**src/rtl/vga_sync_gen_pkg.sv**
```systemverilog
// rtl/vga_sync_gen_pkg.sv - 640x480@60 timing constants and coordinate type shared with the renderer
package vga_sync_gen_pkg;

    localparam int unsigned COORD_W = 10;
    typedef logic [COORD_W-1:0] coord_t;

    localparam int unsigned VGA_H_ACTIVE = 640;
    localparam int unsigned VGA_H_FP     = 16;
    localparam int unsigned VGA_H_SYNC   = 96;
    localparam int unsigned VGA_H_BP     = 48;
    localparam int unsigned VGA_V_ACTIVE = 480;
    localparam int unsigned VGA_V_FP     = 10;
    localparam int unsigned VGA_V_SYNC   = 2;
    localparam int unsigned VGA_V_BP     = 33;
    localparam logic        VGA_SYNC_POL = 1'b0;

    function automatic logic in_window(coord_t v, coord_t lo, coord_t hi);
        return (v >= lo) && (v < hi);
    endfunction

endpackage

```
**src/rtl/vga_sync_gen_if.sv**
```systemverilog
// rtl/vga_sync_gen_if.sv - VGA timing bundle from the sync generator to the renderer and connector
interface vga_sync_gen_if;

    logic                      Hsync;
    logic                      Vsync;
    logic                      Video_on;
    vga_sync_gen_pkg::coord_t  Pixel_x;
    vga_sync_gen_pkg::coord_t  Pixel_y;
    logic                      Line_start;
    logic                      Frame_start;

    modport master (
        output Hsync, Vsync, Video_on, Pixel_x, Pixel_y, Line_start, Frame_start
    );

    modport slave (
        input  Hsync, Vsync, Video_on, Pixel_x, Pixel_y, Line_start, Frame_start
    );

endinterface

```
**src/rtl/vga_sync_gen_axis_counter.sv**
```systemverilog
// rtl/vga_sync_gen_axis_counter.sv - wrapping 0..MAX counter with enable, exposing its next value
module vga_axis_counter #(
    parameter int unsigned MAX = 799,
    parameter int unsigned W   = 10
) (
    input  logic         i_clk,
    input  logic         i_reset,
    input  logic         i_enable,
    output logic [W-1:0] o_count,
    output logic [W-1:0] o_next,
    output logic         o_wrap
);

    logic [W-1:0] r_count;
    logic [W-1:0] w_next;
    logic         w_wrap;

    assign w_wrap = i_enable && (r_count == W'(MAX));

    always_comb begin
        w_next = r_count;
        if (w_wrap) begin
            w_next = '0;
        end else if (i_enable) begin
            w_next = r_count + W'(1);
        end
    end

    always_ff @(posedge i_clk) begin
        if (i_reset) begin
            r_count <= '0;
        end else begin
            r_count <= w_next;
        end
    end

    assign o_count = r_count;
    assign o_next  = w_next;
    assign o_wrap  = w_wrap;

endmodule

```
**src/rtl/vga_sync_gen.sv**
```systemverilog
// rtl/vga_sync_gen.sv - VGA sync/active/strobe generator; decodes the next coordinates so
// every output is registered alongside the pixel position it describes.
module vga_sync_gen
    import vga_sync_gen_pkg::*;
#(
    parameter int unsigned H_ACTIVE = VGA_H_ACTIVE,
    parameter int unsigned H_FP     = VGA_H_FP,
    parameter int unsigned H_SYNC   = VGA_H_SYNC,
    parameter int unsigned H_BP     = VGA_H_BP,
    parameter int unsigned V_ACTIVE = VGA_V_ACTIVE,
    parameter int unsigned V_FP     = VGA_V_FP,
    parameter int unsigned V_SYNC   = VGA_V_SYNC,
    parameter int unsigned V_BP     = VGA_V_BP,
    parameter logic        SYNC_POL = VGA_SYNC_POL
) (
    input  logic               Pixel_clock,
    input  logic               Reset,
    vga_sync_gen_if.master     o_vga
);

    localparam int unsigned H_TOTAL = H_ACTIVE + H_FP + H_SYNC + H_BP;
    localparam int unsigned V_TOTAL = V_ACTIVE + V_FP + V_SYNC + V_BP;

    localparam coord_t HS_START = coord_t'(H_ACTIVE + H_FP);
    localparam coord_t HS_END   = coord_t'(H_ACTIVE + H_FP + H_SYNC);
    localparam coord_t VS_START = coord_t'(V_ACTIVE + V_FP);
    localparam coord_t VS_END   = coord_t'(V_ACTIVE + V_FP + V_SYNC);

    if ((H_TOTAL > (32'd1 << COORD_W)) || (V_TOTAL > (32'd1 << COORD_W))) begin : g_timing_guard
        $error("vga_sync_gen: line or frame total exceeds the coordinate range");
    end

    coord_t w_x;
    coord_t w_x_next;
    coord_t w_y;
    coord_t w_y_next;
    logic   w_h_wrap;
    logic   w_v_wrap;

    logic   r_hsync;
    logic   r_vsync;
    logic   r_video_on;
    logic   r_line_start;
    logic   r_frame_start;

    vga_axis_counter #(.MAX(H_TOTAL - 1), .W(COORD_W)) u_h_cnt (
        .i_clk    (Pixel_clock),
        .i_reset  (Reset),
        .i_enable (1'b1),
        .o_count  (w_x),
        .o_next   (w_x_next),
        .o_wrap   (w_h_wrap)
    );

    vga_axis_counter #(.MAX(V_TOTAL - 1), .W(COORD_W)) u_v_cnt (
        .i_clk    (Pixel_clock),
        .i_reset  (Reset),
        .i_enable (w_h_wrap),
        .o_count  (w_y),
        .o_next   (w_y_next),
        .o_wrap   (w_v_wrap)
    );

    // Line wrap is exactly "next x == 0"; frame wrap is exactly "next (x,y) == (0,0)".
    always_ff @(posedge Pixel_clock) begin
        if (Reset) begin
            r_hsync       <= ~SYNC_POL;
            r_vsync       <= ~SYNC_POL;
            r_video_on    <= 1'b0;
            r_line_start  <= 1'b0;
            r_frame_start <= 1'b0;
        end else begin
            r_hsync       <= in_window(w_x_next, HS_START, HS_END) ? SYNC_POL : ~SYNC_POL;
            r_vsync       <= in_window(w_y_next, VS_START, VS_END) ? SYNC_POL : ~SYNC_POL;
            r_video_on    <= (w_x_next < coord_t'(H_ACTIVE)) && (w_y_next < coord_t'(V_ACTIVE));
            r_line_start  <= w_h_wrap;
            r_frame_start <= w_v_wrap;
        end
    end

    assign o_vga.Hsync       = r_hsync;
    assign o_vga.Vsync       = r_vsync;
    assign o_vga.Video_on    = r_video_on;
    assign o_vga.Pixel_x     = w_x;
    assign o_vga.Pixel_y     = w_y;
    assign o_vga.Line_start  = r_line_start;
    assign o_vga.Frame_start = r_frame_start;

endmodule

```
**src/flat_wrapper.sv**
```systemverilog
// flat-port wrapper written by rule: the top's interface ports become plain ports
module vga_sync_gen_flat import vga_sync_gen_pkg::*;
#(
    parameter int unsigned H_ACTIVE = VGA_H_ACTIVE,
    parameter int unsigned H_FP     = VGA_H_FP,
    parameter int unsigned H_SYNC   = VGA_H_SYNC,
    parameter int unsigned H_BP     = VGA_H_BP,
    parameter int unsigned V_ACTIVE = VGA_V_ACTIVE,
    parameter int unsigned V_FP     = VGA_V_FP,
    parameter int unsigned V_SYNC   = VGA_V_SYNC,
    parameter int unsigned V_BP     = VGA_V_BP,
    parameter logic        SYNC_POL = VGA_SYNC_POL
)
  (Pixel_clock, Reset, o_vga_Hsync, o_vga_Vsync, o_vga_Video_on, o_vga_Pixel_x, o_vga_Pixel_y, o_vga_Line_start, o_vga_Frame_start);
  vga_sync_gen_if o_vga_i ();
  input  logic Pixel_clock;
  input  logic Reset;
  output wire logic [$bits(o_vga_i.Hsync)-1:0] o_vga_Hsync;
  output wire logic [$bits(o_vga_i.Vsync)-1:0] o_vga_Vsync;
  output wire logic [$bits(o_vga_i.Video_on)-1:0] o_vga_Video_on;
  output wire logic [$bits(o_vga_i.Pixel_x)-1:0] o_vga_Pixel_x;
  output wire logic [$bits(o_vga_i.Pixel_y)-1:0] o_vga_Pixel_y;
  output wire logic [$bits(o_vga_i.Line_start)-1:0] o_vga_Line_start;
  output wire logic [$bits(o_vga_i.Frame_start)-1:0] o_vga_Frame_start;
  assign o_vga_Hsync = o_vga_i.Hsync;
  assign o_vga_Vsync = o_vga_i.Vsync;
  assign o_vga_Video_on = o_vga_i.Video_on;
  assign o_vga_Pixel_x = o_vga_i.Pixel_x;
  assign o_vga_Pixel_y = o_vga_i.Pixel_y;
  assign o_vga_Line_start = o_vga_i.Line_start;
  assign o_vga_Frame_start = o_vga_i.Frame_start;
  vga_sync_gen #(.H_ACTIVE(H_ACTIVE), .H_FP(H_FP), .H_SYNC(H_SYNC), .H_BP(H_BP), .V_ACTIVE(V_ACTIVE), .V_FP(V_FP), .V_SYNC(V_SYNC), .V_BP(V_BP), .SYNC_POL(SYNC_POL)) u_core (.Pixel_clock(Pixel_clock), .Reset(Reset), .o_vga(o_vga_i));
endmodule
```
**config.mk**
```make
export PLATFORM = sky130hd
export DESIGN_NAME = vga_sync_gen_flat
export DESIGN_NICKNAME = d
export VERILOG_FILES = /design/src/rtl/vga_sync_gen_pkg.sv /design/src/rtl/vga_sync_gen_if.sv /design/src/rtl/vga_sync_gen_axis_counter.sv /design/src/rtl/vga_sync_gen.sv /design/src/flat_wrapper.sv
export SDC_FILE = /design/constraint.sdc
export NUM_CORES = 1
export LEC_CHECK = 0
export CORE_MARGIN = 5
export CORE_UTILIZATION = 44
export CTS_CLUSTER_DIAMETER = 30
export DETAILED_ROUTE_END_ITERATION = 6
export DONT_BUFFER_PORTS = 1
export PLACE_DENSITY = 0.67
export SLEW_MARGIN = 20
export SYNTH_ARGS = -nofsm -noshare
export SYNTH_HDL_FRONTEND = slang
export SYNTH_SLANG_ARGS = --single-unit
export TNS_END_PERCENT = 100
```
**constraint.sdc**
```tcl
create_clock -name Pixel_clock -period 2.9 [get_ports Pixel_clock]
set_input_delay 0.58 -clock Pixel_clock [delete_from_list [all_inputs] [get_ports Pixel_clock]]
set_output_delay 0.58 -clock Pixel_clock [all_outputs]
set_load 0.05 [all_outputs]
```
[Word level (Yosys, flattened, before mapping)]
Index checks and enable logic that the tools add are counted.
Cells by class
  $add $sub $neg: 2
  order comparisons: 6
  eq/ne operators: 2
  multiplexer cells: 5
  reductions and logical operators: 4
Operators by type and width (count)
  $mux 10: 3
  $add 10x1->10 const B: 2
  $eq 10x10->1 const B: 2
  $lt 10x10->1 const B: 2
  $lt 10x9->1 const B: 2
  $ge 10x10->1 const B: 1
  $ge 10x9->1 const B: 1
  $logic_and 1x1->1: 4
  $mux 1: 2
Storage, ports and cells
  bits in registers: 25
  bits of input ports: 2
  output and inout bits: 25
  word-level logic and storage cells: 26

[Logic depth before layout (Yosys ltp)]
Gate-level depths: netlist of run 1.
  depth after elaboration: 6
  mapped depth: 8
  gate-level depth less buffers: 7

[Hierarchy]
From an unflattened synthesis of run 1, not the netlist that was laid out.
Unflattened totals
  cell total of the unflattened synthesis: 141
  area, all modules: 1285.0 um^2
By module, submodules not included
  vga_axis_counter at u_core.u_v_cnt: times used 1, cells an instance 65, area an instance 570.5 um^2, seq. area each 200.2 um^2
  vga_axis_counter at u_core.u_h_cnt: times used 1, cells an instance 59, area an instance 531.8 um^2, seq. area each 200.2 um^2
  vga_sync_gen: times used 1, cells an instance 17, area an instance 182.7 um^2, seq. area each 100.1 um^2

[Worst setup path before layout of run 1]
Ideal clock, no wire load.
  path type: reg-to-reg
  start: register u_core.u_h_cnt.r_count[0], in the netlist u_core.u_h_cnt.o_count[0]
  end: register u_core.r_vsync, in the netlist u_core.o_vga.Vsync
  arrival: 2.101 ns
  setup slack: 0.663 ns
  stages on the path, launching flop included: 9
  clock period less this slack: 2.237 ns
  cells stage by stage: dfxtp_1 -> ha_1 -> and4_1 -> buf_2 -> nand3_2 -> buf_6 -> o21a_1 -> a2111oi_2 -> nand4_1
On the way
  word-level cells in the longest chain between the ends: 6
  elaborated cells on any way between the ends: 8
  classes of those cells: order compare (2); eq/ne (1); mux (3); reduce/logical (2)
RTL lines
  start: declaration: line vga_sync_gen_axis_counter.sv:14  | logic [W-1:0] r_count;
  start signal: assignment: line vga_sync_gen_axis_counter.sv:33  | r_count <= w_next;
  $eq 10x10->1 (*): line vga_sync_gen_axis_counter.sv:18  | assign w_wrap = i_enable && (r_count == W'(MAX));
  $mux 10 / $logic_and 1x1->1 (equally long branches): line vga_sync_gen_axis_counter.sv:24, vga_sync_gen_axis_counter.sv:18
  $mux 10 (*): line vga_sync_gen_axis_counter.sv:22  | if (w_wrap) begin
  $ge 10x9->1 / $lt 10x9->1 (equally long branches): line vga_sync_gen_pkg.sv:18  | return (v >= lo) && (v < hi);
  $logic_and 1x1->1 (*): line vga_sync_gen_pkg.sv:18
  $mux 1 (*): line vga_sync_gen.sv:74  | r_vsync <= in_window(w_y_next, VS_START, VS_END) ? SYNC_POL : ~SYNC_POL;
  end signal: assignment: line vga_sync_gen.sv:68  | r_vsync <= ~SYNC_POL;
  end signal: assignment: line vga_sync_gen.sv:74
  end: declaration: line vga_sync_gen.sv:41  | logic r_vsync;
Every way passes the cells marked *; elsewhere a longest branch is shown, timed or not.
A chain may end at the register's enable or synchronous reset.

[Worst setup path in the final report of run 1]
  start: register u_core.u_h_cnt.r_count[9], in the netlist u_core.u_h_cnt.o_count[9]
  end: register u_core.r_vsync, in the netlist u_core.o_vga.Vsync
Same word-level chain as after synthesis.

==> flow_metrics.py, run 1 <==
metrics = {
    "clock_tree": {
        "clock_latency_ns": 0.33,
        "post_cts_resized": 0,
        "cts_tree": "built",
        "cts_made_buffers": 3,
        "clock_path_buffers": 2,
        "htree_levels": 1,
        "cts_sinks": 25,
        "ctsHoldBuffers": 0,
        "clkTransAtPathRegs_ns": 0.15,
        "cts_setup_buffers": 0,
        "cts_root_buffer": "clkbuf_4",
    },
    "logic_synthesis": {
        "synth_cells": 169,
        "ys_ff_latch": 25,
        "synth_area_leaders": "dfxtp_1, nor2_1, xor2_1, nor3_1, nand4_1",
        "async_flop_share": 0,
        "yosys_warnings": 0,
        "synth-main-ff-cell": "dfxtp_1",
        "syn_nets": 174,
        "synth_area_mm2": 0.00140,
        "yosysUniqueCellTypes": 45,
        "synth-seq-area-share": 0.358,
        "synth_area_leader_cell": "dfxtp_1",
        "avgSynthCellArea_um2": 8.28,
        "synth_edf_count": 0,
        "synth_top_area_share": 0.358,
    },
    "setup_path": {
        "r2r_slack_ns": 0.56,
        "arrival_ns": 2.56,
        "critical_path_class": "reg -> reg",
        "endpoint_kind": "flop",
        "crit_required_ns": 3.12,
        "cp-start-kind": "flop",
        "crit_fanout": 9,
    },
    "run": {
        "maxCapViolations": 0,
    },
    "route": {
        "routedWlPerCell_um": 14.8,
        "first_pass_iters": 4,
        "drc_errors": 0,
        "antenna_left": 0,
        "drt_wl_total_mm": 3.25,
        "via_count": 1269,
        "via_per_inst": 5.79,
        "drt_iter0_drc": 108,
    },
    "global_route": {
        "gr-usage-all-layers": 0.155,
        "grt_pass1_wl_mm": 5.42,
        "grt_pass1_vias": 1111,
        "grt_max_degree": 18,
        "antenna_found_initial": 0,
        "grt_overflow": 0,
    },
    "sta": {
        "hold_viol_final": 0,
        "timing.final.crit_period_ns": 2.34,
        "skew_ns": 0.00886,
        "setup_viol": 0,
        "fin_ws_ns": 0.558,
        "worst_pin_slew_ns": 0.824,
        "fmax_mhz": 427,
        "fin_tns_setup_ns": 0,
        "max-slew-margin-rel": 0.450,
        "rsz0062_at_grt": "no",
        "period_share": 0.808,
        "slew_viol_final": 0,
    },
    "cells_and_area": {
        "final_common_cell": "dfxtp_1",
        "final_cell_mix": "dfxtp_1, nor2_1, buf_4",
        "area.growth.synth_to_final_pct": 9.03,
        "antennaDiodeCount": 0,
        "nNetsFinal": 181,
        "drive_gt1_frac": 0.149,
        "utilization": 0.500,
        "final_cells": 219,
    },
    "min_path": {
        "hold_class": "in -> reg",
    },
    "placement": {
        "port_buffers": 0,
        "gp_congestion": 0.880,
        "dp_slack_ns": 0.632,
        "dp.cells": 215,
        "dp_hpwl_mm": 2.44,
    },
    "die": {
        "io_pins": 27,
        "die_x_um": 66.4,
        "initial_utilization": 0.458,
        "die_h_um": 66.4,
        "rows": 20,
        "die_area_mm2": 0.00441,
        "core_area_mm2": 0.00305,
    },
    "power_and_ir_drop": {
        "ir_worst_vdd_mv": 0.222,
        "leakage_uw": 0.000537,
        "powerDensity_mw_per_mm2": 359,
    },
    "outcome": {
        "status": "complete, no violations",
    },
}
[registers in the layout (all words and copies together), names as in the netlist]
register and flops:
u_core.u_h_cnt.o_count 10, u_core.u_v_cnt.o_count 10, u_core.o_vga.Frame_start 1, u_core.o_vga.Hsync 1, u_core.o_vga.Line_start 1, u_core.o_vga.Video_on 1, u_core.o_vga.Vsync 1
[through the flow]
stage               hold slack [ns]  cell area [um2]  total power (uW)
global route                  0.280             1530               570
detailed placement            0.606             1500               392
floorplan                     0.752             1400               386
global placement              0.563             1500               391
finish                        0.299             1530               547
CTS                           0.302             1530               547
[logic make-up (layout without fill, tap and decap cells)]
kind of cell | count (synthesis) | after routing | share of synthesized area
adders and majority gates | 3 | 3 | 0.0268
buffers and inverters | 18 | 24 | 0.0653
muxes | 1 | 1 | 0.00716
xor gates and xnor gates | 12 | 12 | 0.0751
DFF | 25 | 25 | 0.358
AOI/OAI and AO/OA | 28 | 28 | 0.139
and+or+nand+nor | 82 | 82 | 0.329
[where the power goes]
part	internal, uW	switching [uW]
clock network	51.7	111
registers	348	5.52
logic	9.27	21.7
total	409	138
[layer usage]
metal | vias to the layer above | global-route usage | routed length [um]
met5 | - | 0 | 0
met4 | 0 | 0.0305 | 23
met3 | 4 | 0.0391 | 285
met2 | 51 | 0.238 | 1470
met1 | 602 | 0.218 | 1470
li1 | 612 | - | -
[cell type report]
cell class                 count  area [um2]
fill                         296        1530
timing repair buffer          16         120
clock inverter                 1        5.00
tap                           44        55.1
clock buffer                   3        22.5
multi-input combinational    126         807
inverter                       4        15.0
sequential                    25         500
[synth_stat cells (2+ instances only)]
cell type,count
nor2_1,21
o2111ai_1,2
clkbuf_1,7
buf_6,2
a21oi_1,4
nor4_1,3
dfxtp_1,25
nand3_2,2
nand4_1,7
xnor2_1,4
nor3_1,9
nor3b_1,2
and2_1,3
nand2_1,10
inv_1,4
buf_2,4
o21ai_0,6
a21o_1,4
nand3b_1,2
and4_1,2
and3_1,4
ha_1,3
nand3_1,7
o211ai_1,2
xor2_1,8
nor2b_1,3
[critical path, cell delays in order (launching register included)]
cell	delay, ns
dfxtp_1	0.74
nor4b_4	0.44
and3_1	0.32
buf_4	0.20
and3_1	0.17
mux2i_1	0.24
nand4_1	0.12
[path summary, 6_finish.rpt]
check                           cells after the start                       from                   endpoint
worst min-delay path                                1                      Reset  u_core.u_h_cnt.o_count[1]
worst max register to register                      6  u_core.u_h_cnt.o_count[9]         u_core.o_vga.Vsync
worst max-delay path                                6  u_core.u_h_cnt.o_count[9]         u_core.o_vga.Vsync
worst min register to register                      2  u_core.u_h_cnt.o_count[0]  u_core.u_h_cnt.o_count[1]
Note: power is estimated with default switching activity, not from simulation.
==> run 2, diff against run 1 <==
Settings changed: PLACE_DENSITY 0.67 to 0.69.
Clock period 2.9 ns to 1.9 ns, I/O delays scaled along.
==> run 2 against run 1 <==
  * Sequential share of layout area is 1.6 points lower
  * Via count up 2.6%
  * Clock-buffer cell count unchanged
  * Routed wire length is 1.9% higher
  * Critical path type unchanged
  * Highest routed layer unchanged
==> flow_metrics.py, run 2 (synthesis results as in run 1) <==
metrics = {
    "setup_path": {
        "crit_fanout": 7,
        "crit_required_ns": 2.12,
        "crit_family": "simple AND/OR/NAND/NOR gates",
        "cp-start-kind": "flop",
        "path_cells": "ha_4 > and4_2 > and3_4 > nand4b_1 > a2111oi_2 > nand4_1",
        "critPathMaxStageDelay_ns": 0.40,
        "endpoint_kind": "flop",
        "worst-path-buf-inv": 0,
        "slowest_stage": "dfxtp_4",
        "critical_path_class": "reg -> reg",
        "arrival_ns": 2.03,
    },
    "clock_tree": {
        "cts_root_buffer": "clkbuf_4",
        "cts_tree": "built",
        "cts_setup_buffers": 0,
        "ctsHoldBuffers": 0,
        "cts_sinks": 25,
        "clock_latency_ns": 0.33,
        "clock_path_buffers": 2,
        "htree_levels": 1,
        "clkTransAtPathRegs_ns": 0.14,
        "cts_made_buffers": 3,
    },
    "cells_and_area": {
        "nNetsFinal": 196,
        "final_cells": 234,
        "drive_gt1_frac": 0.311,
        "final_cell_mix": "buf_4, nor2_1, dfxtp_2",
        "area.growth.synth_to_final_pct": 20.1,
        "final_common_cell": "buf_4",
        "antennaDiodeCount": 0,
    },
    "placement": {
        "dp.cells": 230,
        "port_buffers": 0,
        "gp_congestion": 0.841,
        "dp_hpwl_mm": 2.53,
        "dp_slack_ns": 0.0488,
    },
    "global_route": {
        "grt_max_degree": 18,
        "grt_overflow": 0,
        "antenna_found_initial": 0,
        "grt_pass1_vias": 1219,
        "grt_pass1_wl_mm": 5.65,
        "gr-usage-all-layers": 0.163,
    },
    "die": {
        "die_area_mm2": 0.00441,
        "die_h_um": 66.4,
        "rows": 20,
        "io_pins": 27,
        "die_x_um": 66.4,
        "initial_utilization": 0.458,
        "core_area_mm2": 0.00305,
    },
    "sta": {
        "max-slew-margin-rel": 0.664,
        "fin_tns_setup_ns": 0,
        "skew_ns": 0.00363,
        "fin_ws_ns": 0.0892,
        "slew_viol_final": 0,
        "period_share": 0.953,
        "hold_viol_final": 0,
        "timing.final.crit_period_ns": 1.81,
        "setup_viol": 0,
        "worst_pin_slew_ns": 0.504,
        "fmax_mhz": 552,
    },
    "power_and_ir_drop": {
        "switching_share": 0.253,
        "pwr-share-comb": 0.058,
        "powerDensity_mw_per_mm2": 500,
        "switching_power_uw": 213,
        "clkPwrFrac": 0.296,
        "seqPwrFrac": 0.646,
        "p_total_uw": 840,
        "ir_worst_vdd_mv": 0.266,
        "leakage_uw": 0.000618,
        "p_int_uw": 627,
    },
    "route": {
        "via_count": 1302,
        "routedWlPerCell_um": 14.2,
        "via_per_inst": 5.56,
        "drc_errors": 0,
        "drt_wl_total_mm": 3.31,
        "drt_iter0_drc": 74,
        "antenna_left": 0,
        "first_pass_iters": 4,
    },
    "run": {
        "maxCapViolations": 0,
    },
    "min_path": {
        "hold_class": "in -> reg",
    },
    "outcome": {
        "status": "complete, no violations",
    },
}
run 2: changes by cell type in the layout (fill, tap and decap cells not counted), sizes merged:
cell | before | now
buf | 16 | 31
run 2: path summary, 6_finish.rpt:
kind / from / end / slack [ns] / depth (start not counted)
max reg2reg: u_core.u_h_cnt.o_count[0] / u_core.o_vga.Vsync / 0.09 / 6
min: Reset / u_core.u_h_cnt.o_count[1] / 0.09 / 1
max: u_core.u_h_cnt.o_count[0] / u_core.o_vga.Vsync / 0.09 / 6
min reg2reg: u_core.u_v_cnt.o_count[2] / u_core.u_v_cnt.o_count[2] / 0.60 / 2
run 2: power by group through the flow:
| stage | Clock [uW] | Combinational, uW | Sequential, uW |
|---|---|---|---|
| global route | 277 | 52.6 | 544 |
| floorplan | 0 | 19.0 | 574 |
| finish | 249 | 48.9 | 542 |
| detailed placement | 0 | 50.0 | 554 |
| CTS | 257 | 50.1 | 543 |
| global placement | 0 | 49.0 | 553 |
run 2: per-stage QoR:
step	area (um2)	utilization	hold slack (ns)
5_1_grt	1680	0.550	0.0676
2_1_floorplan	1440	-	0.568
6_report	1680	0.550	0.0874
4_1_cts	1670	0.548	0.0773
3_3_place_gp	1650	0.539	0.445
3_5_place_dp	1650	0.539	0.449
run 2: per-layer routing:
metal	up-vias	track usage	part of all wire
met5	-	0	0
met4	0	0.0533	0.015
met3	6	0.0391	0.073
met2	44	0.254	0.45
met1	614	0.220	0.47
li1	638	-	-
run 2: worst register-to-register path, cell delays in order, from the launching register on:
cell and delay (ns):
dfxtp_4 0.40, ha_4 0.15, and4_2 0.31, and3_4 0.23, nand4b_1 0.11, a2111oi_2 0.38
nand4_1 0.13
run 2: layout make-up:
cell class	instances	area [um2]
fill	298	1370
multi-input combinational	126	826
sequential	25	524
timing repair buffer	31	233
tap	44	55.1
clock buffer	3	22.5
inverter	4	15.0
clock inverter	1	5.00
run 2: timing repair:
| item | 4_1_cts | 5_1_grt |
|---|---|---|
| endpoints found under the hold margin | 0 | 0 |
| gates resized for setup | 0 | 2 |
| setup endpoints to repair | 0 | 2 |
==> variant 1, RTL diff (flow settings as in run 1) <==
The package constant `VGA_SYNC_POL` goes from 1'b0 to 1'b1.
--- a/src/rtl/vga_sync_gen_pkg.sv
+++ b/src/rtl/vga_sync_gen_pkg.sv
@@ -14,3 +14,3 @@
     localparam int unsigned VGA_V_BP     = 33;
-    localparam logic        VGA_SYNC_POL = 1'b0;
+    localparam logic        VGA_SYNC_POL = 1'b1;
 
Check against the original RTL: not equivalent (Yosys sat finds a counterexample within 4 cycles, from zero or initial values and one cycle with Reset high).
==> variant 1 against run 1 <==
  * Sequential cell count unchanged
  * Non-clock buffer count rose by 1
  * Area after synthesis fell by 4.1%
  * Critical endpoint is now u_core.o_vga.Vsync
  * Largest cell class unchanged
  * Highest routed layer unchanged
  * Worst setup slack worse by 0.078 ns
  * Sequential power about the same
  * Final area fell by 2.3%
  * Power decreased by 1.4%
  * Combinational power shrank 4%
  * Count of clock-buffer cells in the layout increased by 1
  * Critical path type unchanged
  * Clock power down 4%
  * Routed wire length is 5.5% lower
==> variant 1: results (changes against run 1) <==
Yosys
  – Post-synthesis sequential area ratio: 0.3731 (was 0.3578)
  – Commonest cells in the netlist: dfxtp_1 (25), nor2_1 (22), nand2_1 (16) (was dfxtp_1 (25), nor2_1 (21), nand2_1 (10))
  – Top post-synthesis cells by area: dfxtp_1 (37%), nor2_1 (6.2%), xnor2_1 (5.2%), xor2_1 (4.6%), nand2_1 (4.5%) (was dfxtp_1 (36%), nor2_1 (5.6%), xor2_1 (5.0%), nor3_1 (3.2%), nand4_1 (3.1%))

Min path
  – Hold path cells: 1 (unchanged)
  – Worst Hold Path EP: u_core.u_h_cnt.o_count[8] (was u_core.u_h_cnt.o_count[1])

Placement
  – HPWL after DPL: 2.278 mm (was 2.437 mm)
  – Routability Congestion: 0.9233 (was 0.8801)
  – Post-placement setup slack: 0.5163 ns (was 0.6320 ns)
  – Placed instance area: 1464 um^2 (was 1498 um^2)

STA
  – Final hold slack: 0.3072 ns (was 0.2985 ns)
  – Relative slew slack: 0.5371 (was 0.4498)
  – Clk_skew: 0.007044 ns (was 0.008860 ns)

Setup path
  – Worst path max stage delay: 0.76 ns (was 0.74 ns)
  – Crit-path max FO: 6 (was 9)
  – Reg-to-reg setup timing slack: 0.48 ns (was 0.56 ns)
  – Worst Path Arrival: 2.65 ns (was 2.56 ns)
  – R2r endpoint: u_core.o_vga.Vsync (unchanged)

Routing
  – DRT Wirelength: 3.070 mm (was 3.250 mm)
  – Via count: 1193 (was 1269)

GRT
  – Largest net degree at the start of global routing: 17 (was 18)
  – First-pass GRT wire length: 5.368 mm (was 5.416 mm)
  – Vias in the first global route: 1142 (was 1111)

Clock network
  – Setup bufs post-CTS: 0 (unchanged)
  – Clock slew at reported path FFs: 0.13 ns (was 0.15 ns)

Finish
  – Nets: 180 (was 181)
  – Proportion of layout cells with a drive suffix above 1: 0.1552 (was 0.1486)

Pwr
  – Leakage: 0.5442 nW (was 0.5372 nW)
  – VDD IR max: 0.1720 mV (was 0.2220 mV)

Outcome
  – Status: finished clean (unchanged)
## variant 1: changes by cell type in the layout (fill, tap and decap cells not counted), moves of 3 or more
cell and change:
and3_1 -3, nand2_1 +6, a21o_1 -3, a31oi_1 +4
nor3_1 -3, nand4_1 -3, xnor2_1 +4
## variant 1: logic make-up (layout without fill, tap and decap cells)
| group | after synthesis | count (layout) | share of synthesized area |
|---|---|---|---|
| multiplexers | 2 | 2 | 0.01586 |
| AND/OR/NAND/NOR | 74 | 74 | 0.2929 |
| adder cells (fa/ha/maj) | 3 | 3 | 0.02799 |
| buffers and inverters | 12 | 27 | 0.05129 |
| AO/OA/AOI/OAI | 28 | 28 | 0.1409 |
| flip-flops | 25 | 25 | 0.3731 |
| XOR/XNOR | 15 | 15 | 0.09795 |
## variant 1: power by group through the flow
stage	combinational, W	sequential (W)	clock, W
2_1_floorplan	0.00000993	0.000375	0
3_3_place_gp	0.0000298	0.000361	0
3_5_place_dp	0.0000301	0.000361	0
4_1_cts	0.0000302	0.000354	0.000164
5_1_grt	0.0000317	0.000354	0.000176
6_report	0.0000298	0.000353	0.000156
## variant 1: routing by layer
metal,share of wire,global-route usage,up-vias
met3,0.066,0.03932,7
met4,0.020,0.06218,0
met1,0.46,0.2055,564
met2,0.45,0.2491,34
li1,-,-,588
met5,0,0,-
## variant 1: cell type report
class / instances / area share
well taps: 33 / 0.02771
multi-input cells: 122 / 0.5181
clock buffers: 4 / 0.01763
inverters: 6 / 0.01511
repair buffers: 17 / 0.08564
flip-flops and latches: 25 / 0.3359
## variant 1: per-stage QoR
stage | util | std cells
floorplan | - | 159
global placement | 0.4916 | 203
detailed placement | 0.4916 | 203
CTS | 0.5004 | 207
global route | 0.5004 | 207
finish | 0.5004 | 207
==> variant 2, RTL diff (settings of run 1) <==
Made on the original files. Make the reset (`Reset` and `i_reset`) asynchronous in 2 clocked blocks.
--- a/src/rtl/vga_sync_gen_axis_counter.sv
+++ b/src/rtl/vga_sync_gen_axis_counter.sv
@@ -28,3 +28,3 @@
 
-    always_ff @(posedge i_clk) begin
+    always_ff @(posedge i_clk or posedge i_reset) begin
         if (i_reset) begin
--- a/src/rtl/vga_sync_gen.sv
+++ b/src/rtl/vga_sync_gen.sv
@@ -64,3 +64,3 @@
     // Line wrap is exactly "next x == 0"; frame wrap is exactly "next (x,y) == (0,0)".
-    always_ff @(posedge Pixel_clock) begin
+    always_ff @(posedge Pixel_clock or posedge Reset) begin
         if (Reset) begin
Function: differs if Reset is asserted again (counterexample within 4 cycles, from zero or initial values and one cycle with Reset high); with Reset held inactive, the same outputs for 10 cycles.
==> variant 2 against run 1 <==
  * Sequential cell count is the same
  * Synthesized cell count shrank 10%
  * Worst setup slack lost 0.0014 ns
  * Final area is the same
  * Critical path type unchanged
  * Area after synthesis is essentially flat
  * Clock skew shrank 0.0045 ns
  * Routed wire length shrank 5.6%
Power is not compared: it rests on default switching activity, and its combinational part moved more than twofold at a synthesized area within 25%.
==> variant 2: results (changes against run 1) <==
STA
  – Clk_skew: 0.004399 ns (was 0.008860 ns)
  – Final hold slack: 0.1962 ns (was 0.2985 ns)
  – Relative slew slack: 0.4226 (was 0.4498)
  – Worst Slack Setup Final: 0.5564 ns (was 0.5578 ns)

Setup path
  – Worst r2r src: u_core.u_h_cnt.o_count[2] (was u_core.u_h_cnt.o_count[9])
  – Setup crit end: u_core.o_vga.Vsync (unchanged)
  – R2r worst-path depth: 5 (was 6)
  – Worst Path Arrival: 2.59 ns (was 2.56 ns)
  – Crit-path max FO: 6 (was 9)
  – CP max stage cell: dfrtp_1 (was dfxtp_1)

Finish
  – Sequential share of cell area: 0.4118 (was 0.3281)
  – Fill cell count: 306 (was 296)
  – Fraction of area in multi-input gates: 0.4660 (was 0.5291)
  – Bufs w/o clock: 11 (was 16)
  – Proportion of layout cells with a drive suffix above 1: 0.1635 (was 0.1486)
  – Non-Clock Inverter Count: 5 (was 4)
  – Nets: 165 (was 181)
  – Area grow syn2layout: 9.131% (was 9.034%)
  – Ant. Diodes: 0 (unchanged)
  – Comb_multi_in: 114 (was 126)
  – Non-clock buffering overhead: 0.05414 (was 0.07875)
  – Clk cell area share: 0.01969 (was 0.01805)

Placement
  – Post-placement setup slack: 0.5776 ns (was 0.6320 ns)
  – HPWL after DPL: 2.299 mm (was 2.437 mm)
  – Dpl cells: 199 (was 215)
  – Port buffer count: 0 (unchanged)
  – Routability Congestion: 0.9289 (was 0.8801)

Yosys
  – Commonest cells in the netlist: dfrtp_1 (23), nor2_1 (14), nand2_1 (13), o21ai_0 (13), nand3_1 (12) (was dfxtp_1 (25), nor2_1 (21), nand2_1 (10))
  – Synth Net Count: 157 (was 174)
  – Primary FF master, synth: dfrtp_1 (was dfxtp_1)
  – Async SR Flop Fraction: 1.000 (was 0)
  – Netlist cell types: 42 (was 45)
  – Post-synthesis sequential area ratio: 0.4494 (was 0.3578)
  – Post-Syn Area per Cell: 9.195 um^2 (was 8.277 um^2)
  – Top post-synthesis cells by area: dfrtp_1 (41%), xor2_1 (5.0%), o21ai_0 (4.7%), nand3_1 (4.3%), dfstp_2 (3.8%) (was dfxtp_1 (36%), nor2_1 (5.6%), xor2_1 (5.0%), nor3_1 (3.2%), nand4_1 (3.1%))

Routing
  – DR WL/cell: 15.11 um (was 14.84 um)
  – Via count: 1147 (was 1269)
  – DRT Wirelength: 3.068 mm (was 3.250 mm)
  – DRT Pass-1 Iters: 4 (unchanged)
  – DRT iter0 DRCs: 68 (was 108)

Clock network
  – Total CTS buffers: 3 (unchanged)
  – Setup bufs post-CTS: 0 (unchanged)

GRT
  – First-pass GRT wire length: 5.388 mm (was 5.416 mm)
  – Total global-route track usage: 0.1560 (was 0.1550)
  – Largest net degree at the start of global routing: 26 (was 18)

Outcome
  – Status: finished clean (unchanged)

Min path
  – Min-Delay Path Class: primary input to asynchronous set/reset pin (was primary input to register)
-- variant 2: cell count changes in the layout (fill, tap and decap cells not counted), moves of 4 or more --
cell / before / now
o21ai_0: 6 / 13
a21o_1: 4 / 0
nor2_1: 21 / 14
nand3_1: 7 / 12
buf_4: 16 / 11
dfxtp_1: 25 / 0
dfrtp_1: 0 / 23
-- variant 2: logic make-up after synthesis --
group | after synthesis | share of synthesized area
AOI/OAI and AO/OA | 29 | 0.1334
xor gates and xnor gates | 10 | 0.06267
adders and majority gates | 3 | 0.02686
buffers and inverters | 13 | 0.04207
DFF | 25 | 0.4494
muxes | 1 | 0.008057
and+or+nand+nor | 71 | 0.2775
-- variant 2: metal layers --
metal  routed length, um  vias up  GRT usage
li1                    -      553          -
met1                1411      554     0.2082
met3                 179        2    0.03741
met2                1475       38     0.2454
met5                   0        -          0
met4                   0        0    0.05330
-- variant 2: power breakdown --
group	internal, W	switching (W)	total [W]
combinational	0.000000109	0.00000630	0.00000641
clock	0.0000526	0.000107	0.000159
sequential	0.000349	0	0.000349
